--- src/rtl/mem_access_unit.sv ---
// MEM-stage load/store unit: aligns, sign/zero-extends and read-modify-writes
// sub-word stores against a word-wide data memory with a ready handshake and timeout.
module mem_access_unit #(
   parameter int unsigned TIMEOUT = 16
) (
   input  logic        clk_i,
   input  logic        rst_n_i,
   input  logic        req_valid_i,
   input  logic        req_write_i,
   input  logic [1:0]  req_size_i,
   input  logic        req_unsigned_i,
   input  logic [31:0] req_addr_i,
   input  logic [31:0] req_wdata_i,
   output logic        stall_o,
   output logic        resp_valid_o,
   output logic [31:0] resp_rdata_o,
   output logic        misalign_o,
   output logic        err_o,
   output logic        MemRead_o,
   output logic        MemWrite_o,
   output logic [31:0] addr_o,
   output logic [31:0] data_o,
   input  logic [31:0] data_i,
   input  logic        mem_ready_i
);

   localparam int unsigned CNT_W = (TIMEOUT > 2) ? $clog2(TIMEOUT) : 1;
   localparam logic [CNT_W-1:0] CNT_LAST = CNT_W'(TIMEOUT - 1);

   typedef enum logic [2:0] {
      S_IDLE,
      S_RD,
      S_RMW_RD,
      S_RMW_WR,
      S_WR,
      S_DONE
   } state_e;

   state_e             state_q, state_d;
   logic [CNT_W-1:0]   cnt_q, cnt_d;
   logic [1:0]         size_q, size_d;
   logic               uns_q, uns_d;
   logic [1:0]         off_q, off_d;
   logic [31:0]        wdata_q, wdata_d;
   logic [31:0]        addr_q, addr_d;
   logic [31:0]        data_q, data_d;
   logic [31:0]        rdata_q, rdata_d;
   logic               resp_valid_q, resp_valid_d;
   logic               err_q, err_d;
   logic               mem_read_q, mem_read_d;
   logic               mem_write_q, mem_write_d;

   logic               misaligned_c;
   logic               accept_c;
   logic               strobe_c;
   logic               timeout_c;
   logic [4:0]         sh_c;
   logic [31:0]        lane_c;
   logic [31:0]        load_ext_c;
   logic [31:0]        lane_mask_c;
   logic [31:0]        merged_c;

   // Request qualification against the live inputs (only meaningful in IDLE)
   always_comb begin
      misaligned_c = ((req_size_i == 2'b01) && req_addr_i[0]) ||
                     (req_size_i[1] && (req_addr_i[1:0] != 2'b00));
      accept_c     = (state_q == S_IDLE) && req_valid_i && !misaligned_c;
   end

   // Lane extraction and merge datapath on the latched request
   always_comb begin
      sh_c        = {off_q, 3'b000};
      lane_c      = data_i >> sh_c;
      unique case (size_q)
         2'b00:   load_ext_c = uns_q ? {24'b0, lane_c[7:0]}  : {{24{lane_c[7]}}, lane_c[7:0]};
         2'b01:   load_ext_c = uns_q ? {16'b0, lane_c[15:0]} : {{16{lane_c[15]}}, lane_c[15:0]};
         default: load_ext_c = lane_c;
      endcase
      lane_mask_c = (size_q == 2'b00) ? (32'h0000_00FF << sh_c) : (32'h0000_FFFF << sh_c);
      merged_c    = (data_i & ~lane_mask_c) | ((wdata_q << sh_c) & lane_mask_c);
      strobe_c    = mem_read_q || mem_write_q;
      timeout_c   = strobe_c && !mem_ready_i && (cnt_q == CNT_LAST);
   end

   // Next-state and registered-output logic
   always_comb begin
      state_d      = state_q;
      size_d       = size_q;
      uns_d        = uns_q;
      off_d        = off_q;
      wdata_d      = wdata_q;
      addr_d       = addr_q;
      data_d       = data_q;
      rdata_d      = rdata_q;
      err_d        = 1'b0;
      resp_valid_d = 1'b0;
      mem_read_d   = 1'b0;
      mem_write_d  = 1'b0;
      cnt_d        = cnt_q;

      unique case (state_q)
         S_IDLE: begin
            if (accept_c) begin
               size_d  = req_size_i;
               uns_d   = req_unsigned_i;
               off_d   = req_addr_i[1:0];
               wdata_d = req_wdata_i;
               addr_d  = {req_addr_i[31:2], 2'b00};
               if (!req_write_i) begin
                  state_d = S_RD;
               end else if (req_size_i[1]) begin
                  data_d  = req_wdata_i;
                  state_d = S_WR;
               end else begin
                  state_d = S_RMW_RD;
               end
            end
         end
         S_RD: begin
            if (mem_ready_i) begin
               rdata_d = load_ext_c;
               state_d = S_DONE;
            end else if (timeout_c) begin
               rdata_d = 32'h0;
               err_d   = 1'b1;
               state_d = S_DONE;
            end
         end
         S_RMW_RD: begin
            if (mem_ready_i) begin
               data_d  = merged_c;
               state_d = S_RMW_WR;
            end else if (timeout_c) begin
               rdata_d = 32'h0;
               err_d   = 1'b1;
               state_d = S_DONE;
            end
         end
         S_RMW_WR, S_WR: begin
            if (mem_ready_i || timeout_c) begin
               rdata_d = 32'h0;
               err_d   = !mem_ready_i;
               state_d = S_DONE;
            end
         end
         S_DONE: begin
            state_d = S_IDLE;
         end
         default: begin
            state_d = S_IDLE;
         end
      endcase

      mem_read_d   = (state_d == S_RD) || (state_d == S_RMW_RD);
      mem_write_d  = (state_d == S_WR) || (state_d == S_RMW_WR);
      resp_valid_d = (state_d == S_DONE);

      // Wait counter restarts on every state entry
      if (state_d != state_q) begin
         cnt_d = '0;
      end else if (strobe_c && !mem_ready_i) begin
         cnt_d = cnt_q + CNT_W'(1);
      end
   end

   always_ff @(posedge clk_i or negedge rst_n_i) begin
      if (!rst_n_i) begin
         state_q      <= S_IDLE;
         cnt_q        <= '0;
         size_q       <= 2'b00;
         uns_q        <= 1'b0;
         off_q        <= 2'b00;
         wdata_q      <= 32'h0;
         addr_q       <= 32'h0;
         data_q       <= 32'h0;
         rdata_q      <= 32'h0;
         resp_valid_q <= 1'b0;
         err_q        <= 1'b0;
         mem_read_q   <= 1'b0;
         mem_write_q  <= 1'b0;
      end else begin
         state_q      <= state_d;
         cnt_q        <= cnt_d;
         size_q       <= size_d;
         uns_q        <= uns_d;
         off_q        <= off_d;
         wdata_q      <= wdata_d;
         addr_q       <= addr_d;
         data_q       <= data_d;
         rdata_q      <= rdata_d;
         resp_valid_q <= resp_valid_d;
         err_q        <= err_d;
         mem_read_q   <= mem_read_d;
         mem_write_q  <= mem_write_d;
      end
   end

   // Stall and misalign follow the live request, forced low while in reset
   always_comb begin
      stall_o    = rst_n_i && (accept_c || (state_q == S_RD) || (state_q == S_RMW_RD) ||
                               (state_q == S_RMW_WR) || (state_q == S_WR));
      misalign_o = rst_n_i && (state_q == S_IDLE) && req_valid_i && misaligned_c;
   end

   assign resp_valid_o = resp_valid_q;
   assign resp_rdata_o = rdata_q;
   assign err_o        = err_q;
   assign MemRead_o    = mem_read_q;
   assign MemWrite_o   = mem_write_q;
   assign addr_o       = addr_q;
   assign data_o       = data_q;

endmodule
--- config.mk ---
export PLATFORM = sky130hd
export DESIGN_NAME = mem_access_unit
export DESIGN_NICKNAME = d
export VERILOG_FILES = /design/src/rtl/mem_access_unit.sv
export SDC_FILE = /design/constraint.sdc
export NUM_CORES = 1
export LEC_CHECK = 0
export ABC_AREA = 0
export BUFFER_PORTS_ARGS = -buffer_cell sky130_fd_sc_hd__buf_4
export CAP_MARGIN = 20
export CORE_MARGIN = 8
export CORE_UTILIZATION = 51
export DETAILED_ROUTE_END_ITERATION = 8
export GPL_ROUTABILITY_DRIVEN = 0
export PLACE_DENSITY = 0.8
export REMOVE_ABC_BUFFERS = 1
export SLEW_MARGIN = 0
export SYNTH_ARGS = -nofsm -noshare
export SYNTH_HDL_FRONTEND = slang
export SYNTH_SLANG_ARGS = --single-unit
--- constraint.sdc ---
create_clock -name clk_i -period 2.6 [get_ports clk_i]
set_clock_uncertainty 0.05 [all_clocks]
set_input_delay 0.52 -clock clk_i [delete_from_list [all_inputs] [get_ports clk_i]]
set_output_delay 0.52 -clock clk_i [all_outputs]
set_load 0.05 [all_outputs]
==> Flow_metrics.wiki <==
{| class="wikitable"
! Metric !! Value
|-
| Outcome || complete, no violations
|-
| Min-Delay Path Class || in2reg
|-
| Top cell types by occurrence after synthesis || 126 x sky130_fd_sc_hd__dfrtp_1, 67 x sky130_fd_sc_hd__mux2_2, 66 x sky130_fd_sc_hd__nand2_1
|-
| Total count of max-transition violations in the final report || 0
|-
| Height of the chip || 129 um
|-
| Max-Slew Margin vs Limit || 40.1%
|-
| Dpl cells || 945
|-
| Buffer type at the clock tree root || sky130_fd_sc_hd__clkbuf_16
|-
| Slew @ Worst Pin || 0.895 ns
|-
| Final Hold Violating Endpoints || 0
|-
| R2r startpoint || cnt_q[0]
|-
| Asr flop ratio synth || 100%
|-
| Area growth, synth to finish || 36.9%
|-
| Maximum level of the CTS H-tree || 4
|-
| Static leakage power || 4.44 nW
|-
| Final setup vio count || 0
|-
| CTS max path bufs || 2
|-
| Port buffer count || 203
|-
| Number of core rows || 41
|-
| Number of distinct library cells after synthesis || 56
|-
| DIE AREA || 0.0165 mm2
|-
| Post-synthesis average cell area || 10.9 um2
|-
| Clock network latency to the later pin of the worst-skew pair || 0.42 ns
|-
| Yosys synthesis warning count || 0
|-
| HPWL after DPL || 14.6 mm
|-
| Crit Path Class || reg2out
|-
| Final Instance Area || 0.00886 mm2
|-
| Crit path capture || stall_o
|-
| Post-synthesis instance area || 0.00647 mm2
|-
| DRC viols || 0
|-
| Type of element launching the critical path || flop
|-
| Power density over the cells || 1560 mW/mm2
|-
| Average vias per placed instance || 5.60
|-
| Worst reg2reg endpoint || resp_rdata_o[23]
|-
| Pin count of the biggest net entering global routing || 121
|-
| Wire length of the first global-routing pass || 31.7 mm
|-
| Remaining antenna violation count || 0
|-
| Antenna Diode Count || 0
|-
| Fin nets || 898
|-
| Data required time at the worst endpoint || 2.03 ns
|-
| Routed wire length || 20.3 mm
|-
| DRC marker count from the first detailed-route iteration || 380
|-
| Sequential cell area fraction in the yosys report || 48.7%
|-
| Die Span X || 129 um
|-
| Via count of the first global-routing pass || 5869
|-
| Highest Clock Rate || 409 MHz
|-
| Worst Reg-to-Reg Cells || 6
|-
| Instance area at placement || 0.00817 mm2
|-
| Crit. End Element || primary output
|-
| TritonCTS clock tree || built
|-
| Overflow left after global routing || 0
|-
| Crit path time final || 2.45 ns
|-
| Worst Hold Slack || 0.278 ns
|-
| Number of clock buffers inserted by TritonCTS || 17
|-
| Number of flops mapped to enable cells by yosys || 0
|-
| 1st-pass router iterations || 5
|-
| Max IR drop VDD || 1090 uV
|-
| Initial Utilization || 51.7%
|-
| Start point of the critical path || state_q[1]
|-
| Cell accounting for the most synthesized area || sky130_fd_sc_hd__dfrtp_1
|-
| Critical-path maximum fanout || 12
|-
| Overall track demand over capacity in global routing || 25.1%
|-
| Most repeated cell in the gate-level netlist after synthesis || sky130_fd_sc_hd__dfrtp_1
|-
| Post-layout util || 70.8%
|-
| RSZ-0062 raised after global routing || no
|-
| Portion of the clock cycle consumed by the worst path in the final layout || 94.1%
|-
| Number of antenna violations at the first check in global routing || 0
|-
| Number of max-cap violations || 0
|-
| Area of the core || 0.0125 mm2
|-
| Register bit total from synthesis || 126
|-
| Filler Cell Count || 970
|-
| Slack of the worst reg-to-reg path || 0.24 ns
|-
| Share of post-route cells with drive strength above 1 || 42.2%
|-
| Clock sink count || 126
|-
| Most used flip-flop cell after synthesis || sky130_fd_sc_hd__dfrtp_1
|-
| Critical path arrival || 1.88 ns
|-
| Clock transition at path regs || 0.06 ns
|-
| Via count || 5476
|-
| Average wire length per cell after detail routing || 20.7 um
|-
| Area share of the largest cell type after synthesis || 48.7%
|-
| Final Instance Count excl. Fillers || 978
|-
| Cell types with the largest area share after synthesis || sky130_fd_sc_hd__dfrtp_1 49%, sky130_fd_sc_hd__mux2_2 12%, sky130_fd_sc_hd__mux2i_1 9.6%
|-
| Mapped Cells || 596
|-
| Number of primary I/O pins || 206
|}
-- sequential cells by signal (all words and copies together), names as in the netlist, 2 cells and up --
| register | flops |
|---|---|
| off_q | 2 |
| addr_o | 30 |
| wdata_q | 16 |
| cnt_q | 4 |
| data_o | 32 |
| state_q | 3 |
| size_q | 2 |
| resp_rdata_o | 32 |
-- cell type report --
type / count / area [um2] / share of cell area (%)
Sequential cell: 126 / 3160 / 35.6
Multi-Input combinational cell: 418 / 3090 / 34.9
Timing Repair Buffer: 221 / 1690 / 19.0
Clock buffer: 23 / 498 / 5.62
Tap cell: 172 / 215 / 2.43
Clock inverter: 9 / 178 / 2.00
Inverter: 9 / 33.8 / 0.381
-- cells by family (layout without fill, tap and decap cells) --
group	count (synthesis)	in the layout	share of synthesized area, %
xor gates and xnor gates	5	5	0.677
buffers and inverters	53	262	3.71
adders and majority gates	1	1	0.193
AOI/OAI and AO/OA	158	158	16.6
muxes	130	130	21.6
DFF	126	126	48.7
other	1	2	0.0579
and+or+nand+nor	122	122	8.47
-- how the worst min path moves through the flow --
stage               slack [ns]  cells past startpoint            from          to
detailed placement        0.32                      1         rst_n_i   MemRead_o
finish                    0.28                      2   req_addr_i[4]   addr_o[4]
global placement          0.32                      1         rst_n_i   MemRead_o
CTS                       0.27                      2  req_addr_i[22]  addr_o[22]
global route              0.26                      2  req_addr_i[30]  addr_o[30]
floorplan                 0.17                      0         rst_n_i   MemRead_o
-- layer usage --
metal | routed length (um) | vias up | track usage, %
met5 | 0 | - | 0
met4 | 626 | 0 | 11.9
met3 | 2150 | 46 | 11.3
met2 | 9710 | 236 | 40.7
met1 | 7780 | 2662 | 27.7
li1 | - | 2532 | -
-- per-stage QoR --
stage / power (W) / setup TNS, ns / setup WS, ns
final: 0.0138 / 0 / 0.155
after global placement: 0.0109 / 0 / 0.304
after floorplan: 0.00859 / -30.61 / -1.07
after CTS: 0.0139 / 0 / 0.108
after global routing: 0.0144 / 0 / 0.00745
after detailed placement: 0.0111 / 0 / 0.226
-- layout by cell type (no fill, tap or decap), drive strengths merged, types with 3 or more instances in the layout --
master  instances
mux2i          62
o211ai         10
clkbuf         23
dfrtp         126
o21ai          57
nand3           4
a22o           16
clkinv          4
nand2b          7
xor2            3
a21o           15
nand2          67
a32o            7
a21oi          35
mux2           67
inv             9
nor3            3
buf           220
bufinv          5
o31ai           3
nor2           30
-- what timing repair did --
item,4_1_cts,5_1_grt
endpoints found under the hold margin,6,0
endpoints found under the setup margin,0,1
hold buffers,1,0
buffers inserted,0,0
resized for setup,0,2
-- worst max-delay path, stage by stage (launching register included) --
cell	delay, ns
sky130_fd_sc_hd__dfrtp_2	0.50
sky130_fd_sc_hd__nor4b_4	0.39
sky130_fd_sc_hd__o21ai_4	0.15
sky130_fd_sc_hd__a21boi_0	0.19
sky130_fd_sc_hd__buf_4	0.22
-- report_power, final --
part           internal (W)  switching, W
registers           0.00287      0.000707
logic               0.00263       0.00489
clock network       0.00183      0.000885
total               0.00733       0.00648
(Power assumes the default switching activity.)
